$ cat src/rtl/ifft_frame_ctrl_if.sv
// ----------------------------------------------------------------------------
// ifft_frame_ctrl_if
// Framed complex-sample stream, matching the sink and source sides of the
// streaming IFFT core.
//   valid/ready  : handshake; a beat moves when both are high
//   sop/eop      : first/last beat of a frame
//   error        : 2-bit core error code
//   re/im        : sample rails, DW bits each
//   npts         : frame size in points (fftpts_in on sink, fftpts_out on source)
// The master modport produces the stream and the slave modport consumes it.
// ----------------------------------------------------------------------------
interface ifft_frame_ctrl_if #(
  parameter int DW     = 10,
  parameter int NPTS_W = 5
);
  logic              valid;
  logic              ready;
  logic              sop;
  logic              eop;
  logic [1:0]        error;
  logic [DW-1:0]     re;
  logic [DW-1:0]     im;
  logic [NPTS_W-1:0] npts;

  modport master (output valid, sop, eop, error, re, im, npts, input ready);
  modport slave  (input valid, sop, eop, error, re, im, npts, output ready);
endinterface

$ cat src/rtl/ifft_frame_ctrl.sv
// ----------------------------------------------------------------------------
// ifft_frame_ctrl
// Frame sequencer between the OFDM subcarrier mapper and a streaming IFFT core.
// Cuts the upstream sample stream into N-point frames (sop/eop), holds the
// frame size and direction stable for each frame, and limits how many frames
// are in flight inside the core. The core output goes downstream with zero
// latency, while the frame structure is checked and completed symbols counted.
//
// Ports
//   clk, reset        clock, synchronous active-high reset
//   core_reset_n      active-low reset to the core (= ~reset)
//   enable            allows new frames to start
//   cfg_npts          requested frame size (4, 8 or 16; other values -> 16)
//   cfg_inverse       requested direction (1 = IFFT)
//   err_clr           clears the sticky error flags
//   in_*              upstream stream (valid/ready/real/imag)
//   sink              stream into the core; sink.npts carries fftpts_in
//   inverse           transform direction to the core
//   source            stream out of the core; source.npts carries fftpts_out
//   out_*             downstream stream
//   outstanding       frames accepted by the core but not yet fully output
//   sym_count         completed output frames (wraps)
//   cfg_err, framing_err, core_err   sticky error flags
// ----------------------------------------------------------------------------
module ifft_frame_ctrl #(
  parameter int DW_IN           = 10,
  parameter int DW_OUT          = 14,
  parameter int NPTS_W          = 5,
  parameter int MAX_OUTSTANDING = 2
) (
  input  logic              clk,
  input  logic              reset,
  output logic              core_reset_n,

  input  logic              enable,
  input  logic [NPTS_W-1:0] cfg_npts,
  input  logic              cfg_inverse,
  input  logic              err_clr,

  input  logic              in_valid,
  output logic              in_ready,
  input  logic [DW_IN-1:0]  in_real,
  input  logic [DW_IN-1:0]  in_imag,

  ifft_frame_ctrl_if.master sink,
  output logic              inverse,

  ifft_frame_ctrl_if.slave  source,

  output logic              out_valid,
  output logic              out_sop,
  output logic              out_eop,
  input  logic              out_ready,
  output logic [DW_OUT-1:0] out_real,
  output logic [DW_OUT-1:0] out_imag,

  output logic [1:0]        outstanding,
  output logic [15:0]       sym_count,
  output logic              cfg_err,
  output logic              framing_err,
  output logic              core_err
);

  localparam logic [0:0] ST_IDLE = 1'b0;
  localparam logic [0:0] ST_SEND = 1'b1;

  localparam logic [NPTS_W-1:0] NPTS_DEFAULT = NPTS_W'(16);
  localparam logic [NPTS_W-1:0] NPTS_ONE     = NPTS_W'(1);
  localparam logic [1:0]        MAX_OUT      = 2'(MAX_OUTSTANDING);

  logic [0:0]        state_reg;
  logic [NPTS_W-1:0] beat_reg;
  logic [NPTS_W-1:0] fftpts_reg;
  logic              inverse_reg;
  logic [1:0]        outstanding_reg;
  logic [NPTS_W-1:0] obeat_reg;
  logic [15:0]       sym_count_reg;
  logic              cfg_err_reg;
  logic              framing_err_reg;
  logic              core_err_reg;

  logic sending;
  logic npts_legal;
  logic start;
  logic in_xfer;
  logic in_eop_xfer;
  logic out_xfer;
  logic out_eop_xfer;
  logic frame_bad;
  logic underflow;

  assign core_reset_n = ~reset;

  // ---------------- sink side ----------------
  assign sending    = (state_reg == ST_SEND);
  assign npts_legal = (cfg_npts == NPTS_W'(4)) || (cfg_npts == NPTS_W'(8)) ||
                      (cfg_npts == NPTS_W'(16));
  assign start      = (state_reg == ST_IDLE) && enable && in_valid &&
                      (outstanding_reg < MAX_OUT);

  assign sink.valid = sending & in_valid;
  assign in_ready   = sending & sink.ready;
  assign sink.re    = in_real;
  assign sink.im    = in_imag;
  assign sink.sop   = sending && (beat_reg == '0);
  assign sink.eop   = sending && (beat_reg == fftpts_reg - NPTS_ONE);
  assign sink.error = 2'b00;
  assign sink.npts  = fftpts_reg;
  assign inverse    = inverse_reg;

  assign in_xfer     = sink.valid & sink.ready;
  assign in_eop_xfer = in_xfer & sink.eop;

  // ---------------- source side (pure pass-through) ----------------
  assign out_valid    = source.valid;
  assign out_sop      = source.sop;
  assign out_eop      = source.eop;
  assign out_real     = source.re;
  assign out_imag     = source.im;
  assign source.ready = out_ready;

  assign out_xfer     = source.valid & source.ready;
  assign out_eop_xfer = out_xfer & source.eop;

  // sop/eop must land exactly on the first/last beat of the announced size
  assign frame_bad = out_xfer &&
                     ((source.sop != (obeat_reg == '0)) ||
                      (source.eop != (obeat_reg == source.npts - NPTS_ONE)));
  // A frame ending while none is recorded in flight
  assign underflow = out_eop_xfer && (outstanding_reg == 2'd0);

  always_ff @(posedge clk) begin
    if (reset) begin
      state_reg   <= ST_IDLE;
      beat_reg    <= '0;
      fftpts_reg  <= NPTS_DEFAULT;
      inverse_reg <= 1'b1;
    end else begin
      case (state_reg)
        ST_IDLE: begin
          if (start) begin
            state_reg   <= ST_SEND;
            beat_reg    <= '0;
            fftpts_reg  <= npts_legal ? cfg_npts : NPTS_DEFAULT;
            inverse_reg <= cfg_inverse;
          end
        end
        default: begin
          if (in_xfer) begin
            if (sink.eop) begin
              state_reg <= ST_IDLE;
              beat_reg  <= '0;
            end else begin
              beat_reg <= beat_reg + NPTS_ONE;
            end
          end
        end
      endcase
    end
  end

  always_ff @(posedge clk) begin
    if (reset) begin
      outstanding_reg <= 2'd0;
      obeat_reg       <= '0;
      sym_count_reg   <= 16'd0;
    end else begin
      // Simultaneous frame in and frame out cancel; never go below zero
      case ({in_eop_xfer, out_eop_xfer})
        2'b10:   outstanding_reg <= outstanding_reg + 2'd1;
        2'b01:   if (outstanding_reg != 2'd0) outstanding_reg <= outstanding_reg - 2'd1;
        default: outstanding_reg <= outstanding_reg;
      endcase
      if (out_xfer) begin
        if (source.eop) begin
          obeat_reg     <= '0;
          sym_count_reg <= sym_count_reg + 16'd1;
        end else begin
          obeat_reg <= obeat_reg + NPTS_ONE;
        end
      end
    end
  end

  // Sticky flags: a new error in the same cycle takes priority over err_clr
  always_ff @(posedge clk) begin
    if (reset) begin
      cfg_err_reg     <= 1'b0;
      framing_err_reg <= 1'b0;
      core_err_reg    <= 1'b0;
    end else begin
      cfg_err_reg     <= (start && !npts_legal) || (cfg_err_reg && !err_clr);
      framing_err_reg <= frame_bad || underflow || (framing_err_reg && !err_clr);
      core_err_reg    <= (out_xfer && (source.error != 2'b00)) ||
                         (core_err_reg && !err_clr);
    end
  end

  assign outstanding = outstanding_reg;
  assign sym_count   = sym_count_reg;
  assign cfg_err     = cfg_err_reg;
  assign framing_err = framing_err_reg;
  assign core_err    = core_err_reg;

endmodule

$ cat src/flat_wrapper.sv
// flat-port wrapper written by rule: the top's interface ports become plain ports
module ifft_frame_ctrl_flat 
#(
  parameter int DW_IN           = 10,
  parameter int DW_OUT          = 14,
  parameter int NPTS_W          = 5,
  parameter int MAX_OUTSTANDING = 2
)
  (clk, reset, core_reset_n, enable, cfg_npts, cfg_inverse, err_clr, in_valid, in_ready, in_real, in_imag, inverse, out_valid, out_sop, out_eop, out_ready, out_real, out_imag, outstanding, sym_count, cfg_err, framing_err, core_err, sink_valid, sink_sop, sink_eop, sink_error, sink_re, sink_im, sink_npts, sink_ready, source_valid, source_sop, source_eop, source_error, source_re, source_im, source_npts, source_ready);
  ifft_frame_ctrl_if #(.DW(10), .NPTS_W(NPTS_W)) sink_i ();
  ifft_frame_ctrl_if #(.DW(14), .NPTS_W(NPTS_W)) source_i ();
  input  logic clk;
  input  logic reset;
  output logic core_reset_n;
  input  logic enable;
  input  logic [NPTS_W-1:0] cfg_npts;
  input  logic cfg_inverse;
  input  logic err_clr;
  input  logic in_valid;
  output logic in_ready;
  input  logic [DW_IN-1:0] in_real;
  input  logic [DW_IN-1:0] in_imag;
  output logic inverse;
  output logic out_valid;
  output logic out_sop;
  output logic out_eop;
  input  logic out_ready;
  output logic [DW_OUT-1:0] out_real;
  output logic [DW_OUT-1:0] out_imag;
  output logic [1:0] outstanding;
  output logic [15:0] sym_count;
  output logic cfg_err;
  output logic framing_err;
  output logic core_err;
  output wire logic [$bits(sink_i.valid)-1:0] sink_valid;
  output wire logic [$bits(sink_i.sop)-1:0] sink_sop;
  output wire logic [$bits(sink_i.eop)-1:0] sink_eop;
  output wire logic [$bits(sink_i.error)-1:0] sink_error;
  output wire logic [$bits(sink_i.re)-1:0] sink_re;
  output wire logic [$bits(sink_i.im)-1:0] sink_im;
  output wire logic [$bits(sink_i.npts)-1:0] sink_npts;
  input wire logic [$bits(sink_i.ready)-1:0] sink_ready;
  input wire logic [$bits(source_i.valid)-1:0] source_valid;
  input wire logic [$bits(source_i.sop)-1:0] source_sop;
  input wire logic [$bits(source_i.eop)-1:0] source_eop;
  input wire logic [$bits(source_i.error)-1:0] source_error;
  input wire logic [$bits(source_i.re)-1:0] source_re;
  input wire logic [$bits(source_i.im)-1:0] source_im;
  input wire logic [$bits(source_i.npts)-1:0] source_npts;
  output wire logic [$bits(source_i.ready)-1:0] source_ready;
  assign sink_valid = sink_i.valid;
  assign sink_sop = sink_i.sop;
  assign sink_eop = sink_i.eop;
  assign sink_error = sink_i.error;
  assign sink_re = sink_i.re;
  assign sink_im = sink_i.im;
  assign sink_npts = sink_i.npts;
  assign sink_i.ready = sink_ready;
  assign source_i.valid = source_valid;
  assign source_i.sop = source_sop;
  assign source_i.eop = source_eop;
  assign source_i.error = source_error;
  assign source_i.re = source_re;
  assign source_i.im = source_im;
  assign source_i.npts = source_npts;
  assign source_ready = source_i.ready;
  ifft_frame_ctrl #(.DW_IN(DW_IN), .DW_OUT(DW_OUT), .NPTS_W(NPTS_W), .MAX_OUTSTANDING(MAX_OUTSTANDING)) u_core (.clk(clk), .reset(reset), .core_reset_n(core_reset_n), .enable(enable), .cfg_npts(cfg_npts), .cfg_inverse(cfg_inverse), .err_clr(err_clr), .in_valid(in_valid), .in_ready(in_ready), .in_real(in_real), .in_imag(in_imag), .sink(sink_i), .inverse(inverse), .source(source_i), .out_valid(out_valid), .out_sop(out_sop), .out_eop(out_eop), .out_ready(out_ready), .out_real(out_real), .out_imag(out_imag), .outstanding(outstanding), .sym_count(sym_count), .cfg_err(cfg_err), .framing_err(framing_err), .core_err(core_err));
endmodule
$ cat config.mk
export PLATFORM = sky130hd
export DESIGN_NAME = ifft_frame_ctrl_flat
export DESIGN_NICKNAME = d
export VERILOG_FILES = /design/src/rtl/ifft_frame_ctrl_if.sv /design/src/rtl/ifft_frame_ctrl.sv /design/src/flat_wrapper.sv
export SDC_FILE = /design/constraint.sdc
export NUM_CORES = 1
export LEC_CHECK = 0
export CAP_MARGIN = 20
export CORE_UTILIZATION = 40
export CTS_BUF_LIST = sky130_fd_sc_hd__clkbuf_2
export DETAILED_ROUTE_END_ITERATION = 6
export GPL_TIMING_DRIVEN = 0
export PLACE_DENSITY = 0.95
export SYNTH_ARGS = -nofsm -noshare
export SYNTH_HDL_FRONTEND = slang
export SYNTH_SLANG_ARGS = --single-unit
$ cat constraint.sdc
create_clock -name clk -period 3.7 [get_ports clk]
set_input_delay 0.37 -clock clk [delete_from_list [all_inputs] [get_ports clk]]
set_output_delay 0.37 -clock clk [all_outputs]
set_load 0.02 [all_outputs]
### After elaboration in Yosys (flattened, before gate mapping)

Index checks and enable logic that the tools add are counted.

* $lt $le $gt $ge: 1
* $add $sub $neg: 7
* bitwise operators: 8
* mux-type cells: 12
* equal/unequal tests: 11
* reductions and logical operators: 32

Operators with widths (count)
* $mux W5: 6
* $add A16 B1 Y16 const B: 1
* $logic_and A1 B1 Y1: 12
* $add A5 B1 Y5 const B: 2
* $eq A5 B5 Y1: 2
* $logic_not A5 Y1: 2
* $sub A5 B1 Y5 const B: 2
* $reduce_and A2 Y1: 4
* $reduce_bool A2 Y1: 4
* $logic_or A1 B1 Y1: 7
* $and A1 B1 Y1: 6
* $eq A5 B3 Y1 const B: 1
* $eq A5 B4 Y1 const B: 1
* $eq A5 B5 Y1 const B: 1
* $mux W1: 4
* $pmux W2 S2: 1
* $add A2 B1 Y2 const B: 1
* $eq A2 B1 Y1 const B: 1
* $eq A2 B2 Y1 const B: 1
* $logic_not A1 Y1: 2
* $logic_not A2 Y1: 1
* $lt A2 B2 Y1 const B: 1
* $mux W2: 1
* $ne A1 B1 Y1: 2
* 4 further kinds: 5

* word-level logic and storage cells: 81
* input port bits: 71
* output and inout port bits: 86
* register bits after elaboration: 38

### Longest topological paths before layout

Gate-level depths: netlist of run 1.

* depth in word-level cells: 7
* mapped depth: 9
* depth with buffers taken out: 9

### Worst setup path after synthesis of run 1

OpenSTA, ideal clock, no wires.

* path kind: flip-flop to flip-flop
* from: reg u_core.fftpts_reg[0], in the netlist u_core.sink.npts[0]
* to: reg u_core.outstanding_reg[1], in the netlist u_core.outstanding[1]
* period minus slack after synthesis: 2205 ps
* data required time: 3582 ps
* path slack: 1495 ps
* stages on the path, launching flop included: 8
* arrival time: 2087 ps
* buffers on the path: 0
* setup time: 118 ps
* cells stage by stage: dfxtp_1 -> inv_1 -> ha_1 -> nand2b_1 -> a311oi_2 -> o21ai_2 -> or4_1 -> o2111a_1

* cells in the longest elaborated chain, start to end: 7
* elaborated cells on any way between the ends: 10
* classes of those cells: 1 x add/sub; 4 x eq/ne; 1 x mux; 1 x bitwise; 3 x reduce/logical

Ends and longest elaborated chain
* start, declared: line ifft_frame_ctrl.sv:73 `logic [NPTS_W-1:0] fftpts_reg;`
* start signal, assigned: line ifft_frame_ctrl.sv:144 `fftpts_reg <= npts_legal ? cfg_npts : NPTS_DEFAULT;`
* $sub A5 B1 Y5 (*): line ifft_frame_ctrl.sv:106 `assign sink.eop = sending && (beat_reg == fftpts_reg - NPTS_ONE);`
* $eq A5 B5 Y1 (*): line ifft_frame_ctrl.sv:106
* $logic_and A1 B1 Y1 (*): line ifft_frame_ctrl.sv:106
* $and A1 B1 Y1 (*): line ifft_frame_ctrl.sv:112 `assign in_eop_xfer = in_xfer & sink.eop;`
* $eq A2 B1 Y1 / $eq A2 B2 Y1 (equally long branches): line ifft_frame_ctrl.sv:169 `case ({in_eop_xfer, out_eop_xfer})`
* $ne A2 B1 Y1 (no source line) / $reduce_bool A2 Y1 (equally long branches)
* $reduce_and A2 Y1 (no source line)
* end signal, assigned: line ifft_frame_ctrl.sv:170 `2'b10: outstanding_reg <= outstanding_reg + 2'd1;`
* end signal, assigned: line ifft_frame_ctrl.sv:171 `2'b01: if (outstanding_reg != 2'd0) outstanding_reg <= outstanding_reg - 2'd1;`
* end signal, assigned: line ifft_frame_ctrl.sv:172 `default: outstanding_reg <= outstanding_reg;`
* end, declared: line ifft_frame_ctrl.sv:75 `logic [1:0] outstanding_reg;`

Every way passes the cells marked *; elsewhere a longest branch is shown, timed or not.
A chain may end at the register's enable or synchronous reset.

### Worst setup path in the final report of run 1

* from: reg u_core.fftpts_reg[0], in the netlist u_core.sink.npts[0]
* to: out sink_eop

* cells in the longest elaborated chain, start to end: 3

Ends and longest elaborated chain
* $sub A5 B1 Y5: line ifft_frame_ctrl.sv:106
* $eq A5 B5 Y1: line ifft_frame_ctrl.sv:106
* $logic_and A1 B1 Y1: line ifft_frame_ctrl.sv:106
* end, declared: line flat_wrapper.sv:37 `output wire logic [$bits(sink_i.eop)-1:0] sink_eop;`

No other way between the ends.

==> reports/qor.csv, run 1 <==
stage,metric,value,unit
route,routed_via_density,4.816,
synthesis,synthTopCellsByArea,"dfxtp_1 31%, buf_4 17%, xor2_1 7.6%",
pwr,power_per_cell_area,233.3,nW/um2
global_routing,grt-ovfl-total,0,
hold_path,holdPathStages,2,
setup_path,worstSetupPathType,reg2out,
placed_design,gp_congestion,0.8679,
global_routing,antenna_found_initial,0,
finish,nets,490,
clock_tree,cts-resized-gates,0,
synthesis,synthFlopType,dfxtp_1,
placed_design,hpwlAfterDp,4.743,mm
synthesis,synthCells,298,
synthesis,yosys.area_share.simple,0.2281,
job,drv_cap,0,
timing,rsz0062_at_grt,no,
clock_tree,numCtsBuffers,5,
route,vias,2336,
synthesis,synth_edf_count,0,
clock_tree,h-tree-depth,2,
synthesis,yosys.area_share.adder,0.03612,
hold_path,worstHoldStart,u_core.core_err,
finish,largest_register_ffs,16,
timing,finalCritPeriodShare,0.7978,
finish,final_layout_size_suffix_gt1_frac,0.1525,
setup_path,cp-end-kind,primary output,
setup_path,r2r-start,u_core.sink.npts[0],
route,drt_iter0_markers,51,
clock_tree,cts_buffer_depth,2,
synthesis,muxShareOfSynthArea,0.004128,
timing,maxClockFrequency,0.3388,GHz
global_routing,grt_first_pass_wirelength,9.114,mm
setup_path,reg2reg_depth,7,
route,drc_errors,0,
synthesis,synth_compound_area_frac,0.1037,
clock_tree,insertion_delay,0.37,ns
hold_path,hp-class,reg2reg,
route,postRouteAntennaNets,0,
global_routing,grt_pass1_vias,2194,
timing,finClkSkew,0.01065,ns
pwr,power,0.0008434,W
synthesis,synth-seq-cells,38,
floorplan,die_x,79.86,um
synthesis,synth_top_family_by_area,simple AND/OR/NAND/NOR gates,
floorplan,io_pins,157,
floorplan,design.die.area,6378,um2
outcome,status,"finished, final reports clean",
synthesis,synth-async-reset-ratio,0,
route,wl,5.700,mm
setup_path,cp.required,3.33,ns
timing,drv_slew,0,
floorplan,coreArea,5675,um2
clock_tree,postCtsHoldBufs,0,
floorplan,initial_core_util,0.4272,
setup_path,start_kind,register,
hold_path,min_to,u_core.core_err,
floorplan,die_y,79.86,um
route,wl_per_cell,11.75,um
route,drt-pass1-iter-count,4,
synthesis,synth_xor_area_frac,0.1192,
pwr,vdd_drop_max,0.1778,mV
finish,insertedDiodeCount,0,
pwr,leakagePower,1.466,nW
placed_design,portBuffers,106,
clock_tree,cts.sinks,38,
global_routing,grtUsageTotal,0.1766,
timing,setup_viol,0,
synthesis,ys_seq_area_frac,0.3137,
setup_path,r2r_setup_slack,1.42,ns
timing,hold_viol_final,0,
synthesis,syn-cell-area,2425,um2
clock_tree,cts-root-buf,clkbuf_2,
clock_tree,clkTransAtPathRegs,0.18,ns
floorplan,row_count,27,
global_routing,grt_max_degree,12,
synthesis,syn_area_per_cell,8.137,um2
setup_path,cp_data_arrival_time,2.58,ns
finish,area_growth,49.12,%
setup_path,r2r_end,u_core.outstanding[1],
timing,fin_crit,2.952,ns
clock_tree,cts_tree,built,
synthesis,yosysTopAreaCell,dfxtp_1,
synthesis,ys_warn_count,0,
setup_path,worst-path-max-fanout,7,
finish,fillCellCount,509,
synthesis,synth_cell_types,43,
clock_tree,cts_setup_buffers,0,
synthesis,yosys.area.top_type_share,0.3137,
timing,setup_tns,0,ns
final cells by class:
type	instances	area (um2)	share of cell area
buffer	61	431.7	0.1194
clock buffer	5	25.02	0.006920
clock inverter	3	11.26	0.003114
inverter	10	37.54	0.01038
multi-input combinational	190	1199	0.3315
sequential	38	760.7	0.2104
tap	72	90.09	0.02491
timing repair buffer	106	1061	0.2934
logic make-up (layout without fill, tap and decap cells):
group           Yosys count  count (layout)
other cells               1               2
flops                    38              38
compound gates           36              36
xor+xnor                 33              33
simple gates            111             111
buf+inv                  71             185
mux                       1               1
fa+ha+maj                 7               7
where the power goes:
| group | switching (W) | internal, W | leakage [nW] |
|---|---|---|---|
| clock network | 0.000127 | 0.0000405 | 0.0255 |
| logic | 0.000110 | 0.000140 | 1.13 |
| registers | 0.00000890 | 0.000417 | 0.308 |
per-stage QoR:
step           cells  worst slack, ns  hold WS (ns)  area (um2)    util
6_report         485           0.7483        0.4894        3616  0.6371
5_1_grt          485           0.5416        0.5068        3616  0.6371
3_3_place_gp     477            1.243        0.4545        3580  0.6307
3_5_place_dp     477            1.206        0.4666        3580  0.6307
4_1_cts          485           0.7384        0.4934        3616  0.6371
2_1_floorplan    299            1.495        0.4874        2429       -
how the worst max path moves through the flow:
stage                              from                    end  cells after the start
global placement    u_core.sink.npts[0]               sink_eop                      7
finish              u_core.sink.npts[0]               sink_eop                      7
global route        u_core.sink.npts[0]               sink_eop                      8
floorplan           u_core.sink.npts[0]  u_core.outstanding[1]                      7
detailed placement  u_core.sink.npts[0]               sink_eop                      7
CTS                 u_core.sink.npts[0]               sink_eop                      7
layer usage:
layer	global-route usage	wire length (um)
met4	0.03929	15
met2	0.3385	2928
met3	0.04914	522
met5	0	0
met1	0.1892	2234
cells in the mapped netlist (2+ instances only):
cell type / number
and3_1: 6
nor2b_1: 2
a21oi_1: 11
nand2_1: 31
buf_4: 54
inv_1: 10
o21ai_0: 6
o31ai_1: 2
nand3_1: 14
xor2_1: 21
a21boi_0: 3
ha_1: 7
nor2_1: 26
and2_1: 5
xnor2_1: 12
or3_1: 2
nand4_1: 4
clkbuf_1: 5
a211oi_1: 2
o2111a_1: 2
dfxtp_1: 38
o211ai_1: 2
nor3_1: 5
and4_1: 2
nand2b_1: 7
buf_1: 2
worst max-delay path: stages, from the launching register on:
cell,delay [ns]
dfxtp_1,0.43
inv_1,0.08
ha_1,0.24
nand2b_1,0.18
a311oi_2,0.37
o21ai_2,0.18
inv_1,0.12
clkdlybuf4s50_1,0.62
layout by cell type, fill, tap and decap left out, types with 2 or more instances in the layout:
| cell type | netlist | layout |
|---|---|---|
| clkdlybuf4s50_1 | 0 | 106 |
| clkbuf_1 | 5 | 5 |
| xnor2_1 | 12 | 12 |
| clkinv_1 | 0 | 3 |
| ha_1 | 7 | 7 |
| or3_1 | 2 | 2 |
| a21boi_0 | 3 | 3 |
| nand3_1 | 14 | 14 |
| dfxtp_1 | 38 | 38 |
| o21ai_0 | 6 | 6 |
| nand4_1 | 4 | 4 |
| nand2_1 | 31 | 31 |
| nand2b_1 | 7 | 7 |
| buf_1 | 2 | 2 |
| buf_4 | 54 | 54 |
| and2_1 | 5 | 5 |
| inv_1 | 10 | 10 |
| nor2b_1 | 2 | 2 |
| conb_1 | 1 | 2 |
| nor3_1 | 5 | 5 |
| clkbuf_2 | 0 | 5 |
| xor2_1 | 21 | 21 |
| o31ai_1 | 2 | 2 |
| and3_1 | 6 | 6 |
| and4_1 | 2 | 2 |
| a211oi_1 | 2 | 2 |
| a21oi_1 | 11 | 11 |
| nor2_1 | 26 | 26 |
| o2111a_1 | 2 | 2 |
| o211ai_1 | 2 | 2 |
Note: power is estimated with default switching activity, not from simulation.
==> run 2, diff against run 1 <==
CORE_UTILIZATION = 38   (was 40)
PLACE_DENSITY = 0.91   (was 0.95)
clock period = 3 ns   (was 3.7 ns; I/O delays follow)
==> run 2 against run 1 <==
Compared with the run above:
- critical path depth is the same
- register-to-register slack got worse by 0.56 ns
- clock skew grew 0.013 ns
- via count rose by 0.90%
==> reports/qor.csv, run 2 (synthesized netlist as in run 1, its figures left out) <==
stage,metric,value,unit,change
setup_path,cp_data_arrival_time,2.46,ns,-0.12 ns
timing,hold_viol_final,0,,unchanged
timing,setup_tns,0,ns,unchanged
hold_path,hp-class,in2reg,,
clock_tree,cts.sinks,38,,unchanged
setup_path,r2r_setup_slack,0.86,ns,-0.56 ns
route,topRoutingLayerUsed,met4,,
floorplan,row_count,28,,+3.7%
finish,final_common_cell,clkdlybuf4s50_1,,
setup_path,r2r-start,u_core.sink.npts[0],,
job,drv_cap,0,,unchanged
timing,maxClockFrequency,0.3627,GHz,
finish,final_cell_mix,"106 x clkdlybuf4s50_1, 56 x buf_4, 38 x dfxtp_1, 31 x nand2_1, 25 x nor2_1",,
route,drc_errors,0,,unchanged
route,routed_via_density,4.810,,-0.13%
finish,final_layout_size_suffix_gt1_frac,0.1639,,+0.01131
clock_tree,insertion_delay,0.40,ns,+0.03 ns
route,drt_iter0_markers,23,,-55%
setup_path,endpoint,sink_eop,,
setup_path,r2r_end,u_core.outstanding[1],,
timing,slew_headroom,0.6615,,
route,met1_length,2.290,mm,+2.5%
pwr,power,0.001065,W,+26%
finish,ff_latch_area,760.7,um2,unchanged
route,vias,2357,,+0.90%
floorplan,die_y,81.88,um,+2.5%
finish,area_growth,50.10,%,
timing,rsz0062_at_grt,no,,
floorplan,coreArea,6026,um2,+6.2%
placed_design,portBuffers,106,,unchanged
route,wl_per_cell,12.05,um,+2.5%
route,wl,5.903,mm,+3.6%
pwr,vdd_drop_max,0.2036,mV,+15%
route,wl_met2,3.047,mm,+4.1%
finish,insertedDiodeCount,0,,unchanged
global_routing,grt_max_degree,12,,unchanged
outcome,status,"finished, final reports clean",,
route,postRouteAntennaNets,0,,unchanged
clock_tree,h-tree-depth,2,,unchanged
placed_design,hpwlAfterDp,4.862,mm,+2.5%
pwr,power_per_cell_area,292.7,nW/um2,+25%
setup_path,worst-path-max-fanout,4,,-3
global_routing,grt_pass1_vias,2205,,+0.50%
global_routing,grtUsageTotal,0.1758,,-0.0007414
setup_path,reg2reg_depth,9,,+2
setup_path,cp-startpoint,u_core.sink.npts[0],,
setup_path,start_kind,register,,
setup_path,worstSetupPathType,reg2out,,
pwr,leakagePower,1.480,nW,+0.98%
timing,fin_crit,2.757,ns,
timing,setup_viol,0,,unchanged
floorplan,design.die.area,6704,um2,+5.1%
clock_tree,numCtsBuffers,5,,unchanged
timing,drv_slew,0,,unchanged
floorplan,initial_core_util,0.4024,,-0.02484
finish,multi_input_area,1201,um2,+0.21%
global_routing,grt-ovfl-total,0,,unchanged
global_routing,antenna_found_initial,0,,unchanged
finish,nets,492,,+0.41%
clock_tree,cts_buffer_depth,2,,unchanged
timing,worst_pin_slew,0.5077,ns,
clock_tree,cts-root-buf,clkbuf_2,,
global_routing,grt_first_pass_wirelength,9.128,mm,+0.15%
floorplan,io_pins,157,,unchanged
finish,largest_register_ffs,16,,unchanged
clock_tree,cts_tree,built,,
clock_tree,clkTransAtPathRegs,0.19,ns,about the same
placed_design,gp_congestion,0.7844,,-9.6%
setup_path,cp-end-kind,primary output,,
route,met3_length,508,um,-2.7%
setup_path,cp.required,2.70,ns,-0.63 ns
timing,finClkSkew,0.02317,ns,+0.01252 ns
finish,fillCellCount,541,,+6.3%
route,drt-pass1-iter-count,4,,unchanged
floorplan,die_x,81.88,um,+2.5%
timing,finalCritPeriodShare,0.9189,,
## run 2: cell types whose count changed in the layout (fill, tap and decap cells not counted), sizes merged
cell    previous run  this run
buf               56        58
clkbuf            10        11
clkinv             3         2
## run 2: worst min path at each step
stage,start,to,slack [ns],cells after the start
floorplan,cfg_npts[4],u_core.sink.npts[4],0.42,2
global placement,u_core.core_err,u_core.core_err,0.46,2
detailed placement,u_core.cfg_err,u_core.cfg_err,0.46,2
CTS,cfg_inverse,u_core.inverse,0.45,3
global route,cfg_inverse,u_core.inverse,0.45,3
finish,cfg_inverse,u_core.inverse,0.47,3
## run 2: layout make-up
type,instances,share of cell area
Buffer,61,0.1186
Clock buffer,6,0.008250
Clock inverter,2,0.002406
Inverter,10,0.01031
Multi-Input combinational cell,190,0.3300
Sequential cell,38,0.2090
Tap cell,75,0.02578
Timing Repair Buffer,108,0.2956
## run 2: per-stage QoR
step / setup slack (ns) / util / hold WS (ns) / cells / cell area (um2)
finish: 0.2432 / 0.6040 / 0.4656 / 490 / 3640
global route: 0.07263 / 0.6040 / 0.4510 / 490 / 3640
CTS: 0.1255 / 0.6011 / 0.4528 / 488 / 3622
detailed placement: 0.5732 / 0.5947 / 0.4598 / 480 / 3583
global placement: 0.6172 / 0.5947 / 0.4623 / 480 / 3583
floorplan: 0.7954 / - / 0.4222 / 299 / 2429
## run 2: routing by layer
metal	vias to the layer above	GRT usage
met5	-	0
met4	0	0.04211
met3	6	0.04889
met2	105	0.3488
met1	1074	0.1773
li1	1172	-
## run 2: critical path: stages, from the launching register on
cell             delay, ns
dfxtp_1               0.43
inv_1                 0.07
ha_1                  0.23
nand2b_1              0.18
a311oi_2              0.34
o21ai_2               0.11
inv_1                 0.10
clkdlybuf4s50_1       0.62
## run 2: power by group
group	leakage, nW	total (W)	internal [W]	switching (W)
clock network	0.0304	0.000231	0.0000574	0.000174
registers	0.308	0.000525	0.000515	0.0000102
logic	1.14	0.000309	0.000173	0.000137
## run 2: what timing repair did
item / CTS / global route
hold buffers: 0 / 0
gates resized for setup: 0 / 1
setup endpoints to repair: 0 / 1
setup buffers: 0 / 2
